## src/rtl/pcpi_issuer.sv

```systemverilog
// PCPI initiator: issues one command to a PCPI responder and returns its result (stats behind PCPI_ISSUER_STATS_EN).
// Latency: pcpi_valid from the accept edge; rsp_valid one edge after ready is sampled, or on timeout/watchdog abort.
// Backpressure: one command in flight; cmd_ready stays low until the response handshakes, then one idle cycle.
module pcpi_issuer #(
   parameter int TIMEOUT_CYCLES  = 16,
   parameter int MAX_WAIT_CYCLES = 1024,
   parameter int CNT_W           = 16
) (
   input  logic             clk,
   input  logic             rst,
   input  logic             cmd_valid,
   output logic             cmd_ready,
   input  logic [31:0]      cmd_insn,
   input  logic [31:0]      cmd_rs1,
   input  logic [31:0]      cmd_rs2,
   output logic             rsp_valid,
   input  logic             rsp_ready,
   output logic [31:0]      rsp_rd,
   output logic             rsp_wr,
   output logic [1:0]       rsp_status,
   output logic             pcpi_valid,
   output logic [31:0]      pcpi_insn,
   output logic [31:0]      pcpi_rs1,
   output logic [31:0]      pcpi_rs2,
   input  logic             pcpi_wr,
   input  logic [31:0]      pcpi_rd,
   input  logic             pcpi_wait,
   input  logic             pcpi_ready
`ifdef PCPI_ISSUER_STATS_EN
   ,
   output logic [31:0]      stat_issued,
   output logic [15:0]      stat_faults,
   output logic [CNT_W-1:0] stat_last_lat
`endif
);

   typedef enum logic [1:0] {
      ST_IDLE  = 2'd0,
      ST_ISSUE = 2'd1,
      ST_RESP  = 2'd2
   } state_t;

   localparam logic [1:0] RSP_OK      = 2'b00;
   localparam logic [1:0] RSP_ILLEGAL = 2'b01;
   localparam logic [1:0] RSP_HANG    = 2'b10;

   localparam logic [CNT_W-1:0] TMO_LIM  = CNT_W'(TIMEOUT_CYCLES);
   localparam logic [CNT_W-1:0] WAIT_LIM = CNT_W'(MAX_WAIT_CYCLES);
   localparam bit               WAIT_EN  = (MAX_WAIT_CYCLES != 0);

   state_t           state_q, state_d;
   logic             cmd_ready_q, cmd_ready_d;
   logic             rsp_valid_q, rsp_valid_d;
   logic [31:0]      rsp_rd_q, rsp_rd_d;
   logic             rsp_wr_q, rsp_wr_d;
   logic [1:0]       rsp_status_q, rsp_status_d;
   logic             pcpi_valid_q, pcpi_valid_d;
   logic [31:0]      pcpi_insn_q, pcpi_insn_d;
   logic [31:0]      pcpi_rs1_q, pcpi_rs1_d;
   logic [31:0]      pcpi_rs2_q, pcpi_rs2_d;
   logic [CNT_W-1:0] tmo_cnt_q, tmo_cnt_d;
   logic [CNT_W-1:0] wait_cnt_q, wait_cnt_d;

   always_comb begin
      state_d      = state_q;
      cmd_ready_d  = cmd_ready_q;
      rsp_valid_d  = rsp_valid_q;
      rsp_rd_d     = rsp_rd_q;
      rsp_wr_d     = rsp_wr_q;
      rsp_status_d = rsp_status_q;
      pcpi_valid_d = pcpi_valid_q;
      pcpi_insn_d  = pcpi_insn_q;
      pcpi_rs1_d   = pcpi_rs1_q;
      pcpi_rs2_d   = pcpi_rs2_q;
      tmo_cnt_d    = tmo_cnt_q;
      wait_cnt_d   = wait_cnt_q;

      case (state_q)
         ST_IDLE: begin
            if (cmd_valid && cmd_ready_q) begin
               pcpi_insn_d  = cmd_insn;
               pcpi_rs1_d   = cmd_rs1;
               pcpi_rs2_d   = cmd_rs2;
               tmo_cnt_d    = '0;
               wait_cnt_d   = '0;
               pcpi_valid_d = 1'b1;
               cmd_ready_d  = 1'b0;
               state_d      = ST_ISSUE;
            end
         end
         ST_ISSUE: begin
            // Limits are checked on the registered counts, so an abort lands one cycle after the limit is reached.
            if (pcpi_ready) begin
               rsp_rd_d     = pcpi_rd;
               rsp_wr_d     = pcpi_wr;
               rsp_status_d = RSP_OK;
               pcpi_valid_d = 1'b0;
               rsp_valid_d  = 1'b1;
               state_d      = ST_RESP;
            end else if (WAIT_EN && (wait_cnt_q >= WAIT_LIM)) begin
               rsp_rd_d     = '0;
               rsp_wr_d     = 1'b0;
               rsp_status_d = RSP_HANG;
               pcpi_valid_d = 1'b0;
               rsp_valid_d  = 1'b1;
               state_d      = ST_RESP;
            end else if (tmo_cnt_q >= TMO_LIM) begin
               rsp_rd_d     = '0;
               rsp_wr_d     = 1'b0;
               rsp_status_d = RSP_ILLEGAL;
               pcpi_valid_d = 1'b0;
               rsp_valid_d  = 1'b1;
               state_d      = ST_RESP;
            end else if (pcpi_wait) begin
               tmo_cnt_d = '0;
               if (wait_cnt_q != '1) begin
                  wait_cnt_d = wait_cnt_q + CNT_W'(1);
               end
            end else begin
               wait_cnt_d = '0;
               tmo_cnt_d  = tmo_cnt_q + CNT_W'(1);
            end
         end
         ST_RESP: begin
            if (rsp_ready) begin
               rsp_valid_d = 1'b0;
               cmd_ready_d = 1'b1;
               state_d     = ST_IDLE;
            end
         end
         default: begin
            state_d      = ST_IDLE;
            cmd_ready_d  = 1'b1;
            rsp_valid_d  = 1'b0;
            pcpi_valid_d = 1'b0;
         end
      endcase
   end

   always_ff @(posedge clk) begin
      if (rst) begin
         state_q      <= ST_IDLE;
         cmd_ready_q  <= 1'b1;
         rsp_valid_q  <= 1'b0;
         rsp_rd_q     <= '0;
         rsp_wr_q     <= 1'b0;
         rsp_status_q <= RSP_OK;
         pcpi_valid_q <= 1'b0;
         pcpi_insn_q  <= '0;
         pcpi_rs1_q   <= '0;
         pcpi_rs2_q   <= '0;
         tmo_cnt_q    <= '0;
         wait_cnt_q   <= '0;
      end else begin
         state_q      <= state_d;
         cmd_ready_q  <= cmd_ready_d;
         rsp_valid_q  <= rsp_valid_d;
         rsp_rd_q     <= rsp_rd_d;
         rsp_wr_q     <= rsp_wr_d;
         rsp_status_q <= rsp_status_d;
         pcpi_valid_q <= pcpi_valid_d;
         pcpi_insn_q  <= pcpi_insn_d;
         pcpi_rs1_q   <= pcpi_rs1_d;
         pcpi_rs2_q   <= pcpi_rs2_d;
         tmo_cnt_q    <= tmo_cnt_d;
         wait_cnt_q   <= wait_cnt_d;
      end
   end

   assign cmd_ready  = cmd_ready_q;
   assign rsp_valid  = rsp_valid_q;
   assign rsp_rd     = rsp_rd_q;
   assign rsp_wr     = rsp_wr_q;
   assign rsp_status = rsp_status_q;
   assign pcpi_valid = pcpi_valid_q;
   assign pcpi_insn  = pcpi_insn_q;
   assign pcpi_rs1   = pcpi_rs1_q;
   assign pcpi_rs2   = pcpi_rs2_q;

`ifdef PCPI_ISSUER_STATS_EN
   logic [31:0]      stat_issued_q, stat_issued_d;
   logic [15:0]      stat_faults_q, stat_faults_d;
   logic [CNT_W-1:0] stat_last_lat_q, stat_last_lat_d;
   logic [CNT_W-1:0] lat_cnt_q, lat_cnt_d;

   // lat_cnt counts ISSUE cycles, which equals edges from accept to rsp_valid.
   always_comb begin
      stat_issued_d   = stat_issued_q;
      stat_faults_d   = stat_faults_q;
      stat_last_lat_d = stat_last_lat_q;
      lat_cnt_d       = lat_cnt_q;
      if ((state_q == ST_IDLE) && cmd_valid && cmd_ready_q) begin
         lat_cnt_d = '0;
         if (stat_issued_q != '1) begin
            stat_issued_d = stat_issued_q + 32'd1;
         end
      end
      if (state_q == ST_ISSUE) begin
         if (lat_cnt_q != '1) begin
            lat_cnt_d = lat_cnt_q + CNT_W'(1);
         end
         if (state_d == ST_RESP) begin
            stat_last_lat_d = lat_cnt_d;
            if ((rsp_status_d != RSP_OK) && (stat_faults_q != '1)) begin
               stat_faults_d = stat_faults_q + 16'd1;
            end
         end
      end
   end

   always_ff @(posedge clk) begin
      if (rst) begin
         stat_issued_q   <= '0;
         stat_faults_q   <= '0;
         stat_last_lat_q <= '0;
         lat_cnt_q       <= '0;
      end else begin
         stat_issued_q   <= stat_issued_d;
         stat_faults_q   <= stat_faults_d;
         stat_last_lat_q <= stat_last_lat_d;
         lat_cnt_q       <= lat_cnt_d;
      end
   end

   assign stat_issued   = stat_issued_q;
   assign stat_faults   = stat_faults_q;
   assign stat_last_lat = stat_last_lat_q;
`endif

endmodule

```

## config.mk

```make
export PLATFORM = sky130hd
export DESIGN_NAME = pcpi_issuer
export DESIGN_NICKNAME = d
export VERILOG_FILES = /design/src/rtl/pcpi_issuer.sv
export SDC_FILE = /design/constraint.sdc
export NUM_CORES = 1
export LEC_CHECK = 0
export ABC_AREA = 1
export ABC_CLOCK_PERIOD_IN_PS = 1460
export BUFFER_PORTS_ARGS = -buffer_cell sky130_fd_sc_hd__buf_2
export CAP_MARGIN = 15
export CORE_MARGIN = 3
export CORE_UTILIZATION = 40
export DETAILED_ROUTE_END_ITERATION = 6
export PLACE_DENSITY = 0.75
export SYNTH_ARGS = -nofsm -noshare
export SYNTH_HDL_FRONTEND = slang
export SYNTH_SLANG_ARGS = --single-unit
```

## constraint.sdc

```tcl
create_clock -name clk -period 1.46 [get_ports clk]
set_input_delay 0.292 -clock clk [delete_from_list [all_inputs] [get_ports clk]]
set_output_delay 0.292 -clock clk [all_outputs]
set_load 0.005 [all_outputs]
```

==> out/metrics.csv, run 1 <==
stage,metric,value,unit
power_and_ir_drop,total_power,12000,uW
synth,synth_compound_area_frac,0.128,
sta,period_needed,1.41,ns
synth,yosys.area.top_type,dfxtp_1,
synth,seq_area_frac_synth,0.532,
global_routing,met2_usage,0.327,
clocking,cts_sinks,168,
global_routing,grt.busiest_layer,met2,
floorplanning,dieArea,17300,sq um
synth,synth.most_common_cell,nor2_1,
synth,synth_area,6320,sq um
layout,ff_latch_area,3370,sq um
sta,slew_headroom,0.738,
synth,synthAdderAreaFrac,0.00792,
route,vias_per_cell,4.78,
synth,synth_top_flop_cell,dfxtp_1,
synth,synth_top_family_by_area,simple AND/OR/NAND/NOR gates,
layout,multi_input_comb_area,2670,sq um
synth,synth-seq-cells,168,
synth,synth_cell_types,32,
layout,final_net_count,1236,
clocking,hold_buffers,0,
clocking,ctsHtreeMaxLevel,4,
clocking,cts.clk_slew.worst_paths,0.07,ns
sta,finalSetupViolCount,0,
floorplanning,core_area,15300,sq um
floorplanning,ioPinCount,269,
power_and_ir_drop,p_leak,0.00410,uW
clocking,clk-insertion-delay-late,0.42,ns
layout,n_fill_cell,1429,
floorplanning,rows,45,
place,io_buffers,268,
global_routing,grt_max_degree,69,
synth,synth_top_area_share,0.532,
synth,yosysWarnings,0,
setup_path,crit_fanout,8,
place,gp_congestion,0.807,
sta,fmax,709,MHz
setup_path,rr_worst_depth,8,
sta,hold_viol,0,
hold_path,hold_end,pcpi_insn[19],
clocking,clock-root-buffer,clkbuf_16,
global_routing,grt-ovfl-total,0,
synth,synth.avg_cell_area,7.63,sq um
floorplanning,start_util,0.413,
synth,synth_cells,828,
global_routing,grt_pass1_vias,5575,
setup_path,arrival,1.72,ns
global_routing,met3_usage,0.0505,
synth,synthesis.nets,967,
synth,yosys-top-cells-count,"nor2_1, dfxtp_1, nand2_1, o21ai_0, nand3_1",
sta,fin_tns_setup,0,ns
setup_path,r2r-start,tmo_cnt_q[8],
setup_path,reg2reg_slack,0.05,ns
sta,worst_pin_slew,0.391,ns
route,drt_wl_total,18.0,mm
synth,netlist_top_cells_area,"dfxtp_1, nor2_1, o21ai_0",
clocking,cts_inserted_buffers,17,
setup_path,start_kind,register,
route,drt_iter0_markers,426,
sta,hold_slack,0.104,ns
setup_path,cp.required,1.77,ns
hold_path,hp-class,in -> reg,
layout,fin_util,0.573,
sta,finalMaxSlewViolations,0,
layout,area_growth,38.8,%
setup_path,rr_endpoint,tmo_cnt_q[6],
route,vias,6308,
route,wl_per_cell,13.6,um
run,max-cap-violations,0,
setup_path,cp_slowest_cell,dfxtp_2,
hold_path,hp-start,cmd_insn[19],
route,first_pass_iters,5,
synth,synthMuxAreaShare,0,
synth,synth_edf_count,0,
global_routing,grt_pass1_wl,27.7,mm
clocking,cts_tree,built,
hold_path,hold_depth,3,
power_and_ir_drop,power_density,1370,nW/um^2
setup_path,slowest_delay,0.32,ns
status,status,completed,
synth,synthSimpleGateAreaFrac,0.270,
setup_path,path_class,reg -> reg,
setup_path,end_kind,register,
place,hpwl,12.3,mm
global_routing,grtUsageTotal,0.193,
setup_path,path_cells,nor2_2 -> nand2_2 -> nor2_4 -> nand4_4 -> nand2_8 -> clkbuf_16 -> buf_4 -> nor3_1,
power_and_ir_drop,vdd_drop_max,1.02,mV
synth,synth_xor_area_frac,0.00139,
sta,finClkSkew,0.00921,ns
floorplanning,die_w,132,um
layout,drive_gt1_frac,0.340,
synth,synthArstFlopShare,0,
sta,min_period_over_period,0.966,
route,drc,0,
setup_path,cp-startpoint,tmo_cnt_q[8],
global_routing,grtUsageMet1,0.240,
clocking,ctsLongestPathBuffers,2,
global_routing,antenna_found_initial,1,
route,ant_nets,0,
floorplanning,dieHeight,132,um
[registers in the layout (all words and copies together), names as in the netlist, 2 cells and up]
register    cells
pcpi_rs2       32
rsp_rd         32
rsp_status      2
tmo_cnt_q      16
pcpi_rs1       32
pcpi_insn      32
wait_cnt_q     16
state_q         2
[worst max-delay path by stage]
stage / slack [ns] / endpoint
floorplan: 0.14 / wait_cnt_q[4]
global placement: 0.10 / pcpi_rs2[15]
CTS: 0.02 / pcpi_rs1[30]
global route: -0.03 / pcpi_valid
finish: 0.05 / tmo_cnt_q[6]
detailed placement: 0.04 / pcpi_rs2[16]
[cells by family (layout without fill, tap and decap cells)]
family                     Yosys count  in the layout
DFF                                168            168
other                                0              1
xor gates and xnor gates             1              1
buffers and inverters               83            364
AOI/OAI and AO/OA                  158            158
adders and majority gates            4              4
and+or+nand+nor                    414            414
[final cells by class]
type                    count  share of cell area
flip-flops and latches    168               0.385
multi-input cells         577               0.304
repair buffers            303               0.201
clock buffers              17              0.0485
well taps                 211              0.0301
clock inverters            14              0.0188
inverters                  30              0.0134
diodes                      1            0.000285
[layout by cell type (no fill, tap or decap), types with 6 or more instances in the layout]
cell type / n
inv_1: 25
buf_2: 268
buf_4: 22
clkbuf_16: 20
dfxtp_1: 160
nor2_1: 228
nor2_2: 7
buf_12: 7
nor2_4: 6
a21oi_1: 45
nand3_1: 52
o21ai_1: 17
dfxtp_2: 8
o21ai_0: 87
nand2_1: 101
[metal layers]
layer,vias to the layer above,share of wire
li1,3198,-
met1,2894,0.42
met2,195,0.50
met3,21,0.061
met4,0,0.017
met5,-,0
[metrics by stage]
stage,instances,setup WS [ns],cell area (sq um)
detailed placement,1278,0.0441,7920
global route,1321,-0.0322,8770
CTS,1309,0.0208,8510
global placement,1278,0.100,7920
floorplan,828,0.143,6320
finish,1321,0.0498,8770
[report_power, final]
group	internal, uW	leakage [uW]	switching [uW]
clock network	2560	0.000287	1940
logic	1020	0.00243	1260
registers	5030	0.00138	220
total	8610	0.00410	3420
[repair_timing]
item / in CTS / in global routing
endpoints found under the setup margin: 0 / 126
resized for setup: 0 / 38
setup buffers: 0 / 8
[worst max-delay path: cells and delay by family (launching register included)]
family        cells  cell delay, ns
buf+inv           2            0.25
flops             1            0.32
simple gates      6            0.73
Note: power is estimated with default switching activity, not from simulation.
==> run 2: changes to the inputs <==
==> constraint.sdc (replaced) <==
create_clock -name clk -period 1.46 [get_ports clk]
set_input_delay 0.292 -clock clk [delete_from_list [all_inputs] [get_ports clk]]
set_output_delay 0.292 -clock clk [all_outputs]
set_load 0.1 [all_outputs]
==> run 2 against run 1 <==
Against the previous run: sequential share of layout area fell by 1.7 points; routed wire length grew 5.5%; global-route usage grew 1.1 points; final cell count is 0.15% higher; largest power group is now combinational logic.
==> out/metrics.csv, run 2 (synthesis gave the netlist of run 1 again) <==
stage,metric,value,unit,change
status,status,completed,,
route,drt_iter0_markers,353,,-17%
setup_path,rr_worst_depth,7,,-1
setup_path,crit_fanout,6,,-2
route,vias_per_cell,4.88,,+2.2%
layout,drive_gt1_frac,0.342,,+0.00178
sta,finalMaxSlewViolations,0,,unchanged
floorplanning,start_util,0.413,,unchanged
setup_path,path_class,reg -> reg,,
setup_path,rr_endpoint,tmo_cnt_q[0],,
setup_path,critPathTopFamily,simple AND/OR/NAND/NOR gates,,
clocking,cts.clk_slew.worst_paths,0.07,ns,about the same
floorplanning,core_area,15300,sq um,unchanged
sta,slew_headroom,0.644,,-0.0939
floorplanning,dieHeight,132,um,unchanged
global_routing,grt-ovfl-total,0,,unchanged
layout,layout_common_cells,"nor2_1, dfxtp_1, buf_4, buf_2, nand2_1",,
sta,finalSetupViolCount,0,,unchanged
global_routing,grtUsageTotal,0.205,,+0.0114
setup_path,path_cells,inv_1 -> nand2_1 -> nor2_4 -> nand4_4 -> nand2_8 -> o21ai_0 -> nor2_1,,
power_and_ir_drop,vdd_drop_max,0.886,mV,-13%
setup_path,cp.required,1.81,ns,+0.04 ns
clocking,clock-root-buffer,clkbuf_16,,
sta,min_period_over_period,0.967,,about the same
layout,final_net_count,1238,,+0.16%
setup_path,cp-startpoint,tmo_cnt_q[4],,
sta,hold_slack,0.104,ns,+0.000649 ns
setup_path,cp_slowest_cell,dfxtp_1,,
setup_path,arrival,1.76,ns,+0.04 ns
route,drt_wl_total,19.0,mm,+5.5%
route,wl_per_cell,14.3,um,+5.3%
clocking,cts_sinks,168,,unchanged
place,gp_congestion,0.806,,-0.11%
setup_path,end_kind,register,,
clocking,ctsLongestPathBuffers,2,,unchanged
route,first_pass_iters,5,,unchanged
setup_path,r2r-start,tmo_cnt_q[4],,
layout,layout_commonest_cell,nor2_1,,
hold_path,hp-class,in -> reg,,
sta,rsz0062_at_grt,yes,,
power_and_ir_drop,p_leak,0.00415,uW,+1.1%
floorplanning,die_w,132,um,unchanged
clocking,cts_tree,built,,
setup_path,path_buf_inv,1,,-1
setup_path,critPathCapture,tmo_cnt_q[0],,
route,drc,0,,unchanged
sta,fmax,709,MHz,about the same
place,io_buffers,268,,unchanged
clocking,hold_buffers,0,,unchanged
route,vias,6458,,+2.4%
setup_path,reg2reg_slack,0.05,ns,about the same
layout,n_fill_cell,1373,,-3.9%
global_routing,antenna_found_initial,0,,-1
clocking,clk-insertion-delay-late,0.42,ns,about the same
clocking,cts_inserted_buffers,17,,unchanged
route,ant_nets,0,,unchanged
sta,setup_ws,0.0487,ns,-0.00109 ns
sta,finClkSkew,0.0114,ns,+0.00223 ns
setup_path,start_kind,register,,
power_and_ir_drop,power_density,1670,nW/um^2,+22%
layout,diodes,0,,-1
place,hpwl,12.7,mm,+3.5%
global_routing,grt_pass1_wl,29.3,mm,+5.8%
floorplanning,dieArea,17300,sq um,unchanged
layout,area_growth,45.1,%,
place,post-place-ws,0.0353,ns,-0.00880 ns
setup_path,cp_num_cells,7,,-1
setup_path,slowest_delay,0.32,ns,about the same
sta,period_needed,1.41,ns,+0.00109 ns
sta,fin_tns_setup,0,ns,unchanged
run,max-cap-violations,0,,unchanged
floorplanning,rows,45,,unchanged
global_routing,grt_max_degree,51,,-26%
sta,hold_viol,0,,unchanged
sta,worst_pin_slew,0.534,ns,+0.144 ns
power_and_ir_drop,total_power,15300,uW,+27%
clocking,ctsHtreeMaxLevel,4,,unchanged
global_routing,grt_pass1_vias,5965,,+7.0%
floorplanning,ioPinCount,269,,unchanged
run 2: tightest hold or removal path: cells and delay by family:
| family | cells | cell delay, ns |
|---|---|---|
| compound gates | 1 | 0.05 |
| buf+inv | 1 | 0.08 |
| simple gates | 1 | 0.07 |
run 2: final cells by class:
class	instances	area (sq um)	area share
Tap cell	211	264	0.0288
Multi-Input combinational cell	579	2720	0.296
Sequential cell	168	3370	0.368
Clock buffer	17	425	0.0464
Inverter	30	115	0.0126
Clock inverter	15	165	0.0180
Timing Repair Buffer	303	2110	0.230
run 2: layer usage:
| layer | wire length, um | vias to the layer above | global-route usage |
|---|---|---|---|
| li1 | - | 3213 | - |
| met1 | 7700 | 2995 | 0.242 |
| met2 | 9800 | 223 | 0.360 |
| met3 | 1130 | 27 | 0.0505 |
| met4 | 347 | 0 | 0.0753 |
| met5 | 0 | - | 0 |
run 2: how the worst min path moves through the flow:
stage | cells after the start | slack, ns | from | endpoint
2_1_floorplan | 2 | 0.41 | wait_cnt_q[13] | wait_cnt_q[13]
3_3_place_gp | 2 | 0.42 | wait_cnt_q[12] | wait_cnt_q[12]
3_5_place_dp | 2 | 0.42 | wait_cnt_q[12] | wait_cnt_q[12]
4_1_cts | 3 | 0.09 | cmd_insn[13] | pcpi_insn[13]
5_1_grt | 3 | 0.11 | cmd_insn[20] | pcpi_insn[20]
6_report | 3 | 0.10 | cmd_insn[29] | pcpi_insn[29]
run 2: per-stage QoR:
step                area, sq um  cells  utilization
floorplan                  6320    828            -
global placement           7990   1281        0.522
detailed placement         7990   1281        0.522
CTS                        8920   1313        0.582
global route               9170   1323        0.599
finish                     9170   1323        0.599
run 2: power by group:
group	internal (uW)	leakage [uW]	switching, uW
clock	2420	0.000280	2030
sequential	5040	0.00138	262
combinational	1250	0.00249	4320
total	8710	0.00414	6610
run 2: repair_timing:
| item | 4_1_cts | 5_1_grt |
|---|---|---|
| resized for setup | 132 | 41 |
| buffers inserted | 0 | 5 |
| cloned | 0 | 5 |
| endpoints found under the setup margin | 132 | 83 |
| pin swaps | 0 | 10 |
==> run 3: changes to the inputs <==
--- a/config.mk
+++ b/config.mk
@@ -8,8 +8,8 @@
 export ABC_AREA = 1
 export ABC_CLOCK_PERIOD_IN_PS = 1460
 export BUFFER_PORTS_ARGS = -buffer_cell sky130_fd_sc_hd__buf_2
-export CAP_MARGIN = 15
-export CORE_MARGIN = 3
+export CAP_MARGIN = 0
+export CORE_ASPECT_RATIO = 0.75
 export CORE_UTILIZATION = 40
 export DETAILED_ROUTE_END_ITERATION = 6
 export PLACE_DENSITY = 0.75
==> run 3 against run 2 <==
Against the previous run: the run now ends with setup timing left; count of clock-buffer cells in the layout rose by 1; setup slack worse by 0.058 ns; register-to-register slack got worse by 0.06 ns; via count decreased by 2.9%; total power rose by 0.61%; final cell count shrank 0.68%; maximum frequency shrank 4.0%; sequential share of layout area up 0.088 points; core utilization shrank 0.22 points; critical path depth up 1.
==> out/metrics.csv, run 3 (synthesis gave the netlist of run 1 again) <==
stage,metric,value,unit,change
layout,layout_commonest_cell,nor2_1,,
route,first_pass_iters,4,,-1
layout,final_area,9140,sq um,-0.31%
route,drt_wl_total,18.0,mm,-4.9%
route,vias_per_cell,4.77,,-2.2%
clocking,hold_buffers,0,,unchanged
layout,final_net_count,1235,,-0.24%
global_routing,grt-ovfl-total,0,,unchanged
sta,finalSetupViolCount,2,,+2
run,max-cap-violations,0,,unchanged
sta,fmax,681,MHz,-4.0%
floorplanning,core_area,15300,sq um,about the same
layout,n_fill_cell,1383,,+0.73%
setup_path,slowest_delay,0.33,ns,about the same
floorplanning,rows,39,,-13%
sta,finClkSkew,0.00752,ns,-0.00393 ns
setup_path,path_cells,nor2_4 -> nand3_1 -> nor2_1 -> nand3_1 -> nand2_4 -> clkbuf_16 -> nand2_1 -> a21oi_1,,
place,gp_congestion,0.793,,-1.7%
setup_path,path_buf_inv,1,,unchanged
setup_path,critPathTopFamily,simple AND/OR/NAND/NOR gates,,
floorplanning,dieHeight,111,um,-16%
hold_path,hp-class,in -> reg,,
clocking,cts_inserted_buffers,17,,unchanged
place,placed_cell_area,7920,sq um,-0.88%
global_routing,grt_max_degree,74,,+45%
sta,rsz0062_at_grt,yes,,
sta,worst_pin_slew,0.573,ns,+0.0384 ns
status,failed_checks,setup timing,,
route,drt_iter0_markers,423,,+20%
power_and_ir_drop,p_leak,0.00413,uW,-0.43%
floorplanning,ioPinCount,269,,unchanged
global_routing,grtUsageTotal,0.212,,+0.00707
setup_path,end_kind,register,,
floorplanning,die_w,147,um,+12%
setup_path,cp_num_cells,8,,+1
sta,min_period_over_period,1.01,,+0.0399
sta,slew_headroom,0.618,,-0.0256
clocking,cts_sinks,168,,unchanged
floorplanning,dieArea,16300,sq um,-6.0%
setup_path,cp.required,1.81,ns,about the same
sta,fin_tns_setup,-0.0141,ns,-0.0141 ns
power_and_ir_drop,power_density,1690,nW/um^2,+0.93%
sta,hold_slack,0.105,ns,+0.00109 ns
setup_path,cp_slowest_cell,dfxtp_2,,
layout,area_growth,44.6,%,
route,vias,6271,,-2.9%
global_routing,grt_pass1_wl,27.8,mm,-5.1%
clocking,ctsHtreeMaxLevel,4,,unchanged
sta,finalMaxSlewViolations,0,,unchanged
clocking,cts_tree,built,,
power_and_ir_drop,vdd_drop_max,0.788,mV,-11%
route,ant_nets,0,,unchanged
layout,fin_util,0.597,,-0.00217
layout,drive_gt1_frac,0.349,,+0.00724
clocking,clk-insertion-delay-late,0.42,ns,about the same
clocking,cts.clk_slew.worst_paths,0.07,ns,about the same
setup_path,path_class,reg -> reg,,
setup_path,start_kind,register,,
status,status,"finished, violations left",,
sta,setup_ws,-0.00947,ns,-0.0582 ns
global_routing,grt_pass1_vias,5587,,-6.3%
power_and_ir_drop,total_power,15400,uW,+0.61%
sta,hold_viol,0,,unchanged
route,wl_per_cell,13.7,um,-4.3%
setup_path,crit_fanout,7,,+1
clocking,ctsLongestPathBuffers,2,,unchanged
global_routing,antenna_found_initial,0,,unchanged
hold_path,hold_depth,3,,unchanged
setup_path,rr_worst_depth,8,,+1
layout,layout_common_cells,"nor2_1, dfxtp_1, buf_4, buf_2, nand2_1",,
setup_path,arrival,1.82,ns,+0.06 ns
place,io_buffers,268,,unchanged
layout,diodes,0,,unchanged
clocking,clock-root-buffer,clkbuf_16,,
floorplanning,start_util,0.413,,about the same
place,hpwl,11.8,mm,-6.9%
sta,period_needed,1.47,ns,+0.0582 ns
route,drc,0,,unchanged
setup_path,path_common_cell,nand3_1,,
[run 3: worst paths after layout]
| check | start | endpoint | slack (ns) |
|---|---|---|---|
| worst max-delay path | wait_cnt_q[14] | rsp_rd[9] | -0.009 |
| worst min-delay path | cmd_insn[17] | pcpi_insn[17] | 0.11 |
| worst max register to register | wait_cnt_q[14] | rsp_rd[9] | -0.009 |
| worst min register to register | tmo_cnt_q[15] | tmo_cnt_q[15] | 0.44 |
[run 3: repair_timing]
action | 4_1_cts | 5_1_grt
pin swaps | 0 | 21
buffers inserted | 0 | 3
endpoints found under the setup margin | 135 | 48
resized for setup | 134 | 49
gates cloned | 0 | 5
[run 3: stage by stage]
stage                     cells  worst slack [ns]
after floorplan             828            0.0860
after global placement     1274            0.0615
after detailed placement   1274            0.0113
after CTS                  1306           0.00817
after global routing       1314            -0.118
final                      1314          -0.00947
[run 3: worst min-delay path: cells and delay by family]
| family | cells | cell delay, ns |
|---|---|---|
| compound gates | 1 | 0.05 |
| buf+inv | 1 | 0.07 |
| simple gates | 1 | 0.07 |
[run 3: area by class of cell]
cell class                 instances  area (sq um)  share of cell area
clock buffer                      18           429              0.0469
multi-input combinational        579          2740               0.299
sequential                       168          3370               0.369
timing repair buffer             300          2060               0.226
clock inverter                    14           173              0.0189
inverter                          30           113              0.0123
tap                              205           256              0.0281
[run 3: metal layers]
metal | track usage | up-vias | share of wire
met1 | 0.267 | 2878 | 0.44
met5 | 0 | - | 0
met3 | 0.0510 | 17 | 0.056
li1 | - | 3205 | -
met2 | 0.358 | 171 | 0.49
met4 | 0.0612 | 0 | 0.010
[run 3: report_power, final]
group	leakage (uW)	total [uW]	switching [uW]	internal [uW]
Clock	0.000297	4610	1890	2710
Combinational	0.00245	5530	4310	1220
Sequential	0.00138	5280	244	5040
Total	0.00413	15400	6450	8970
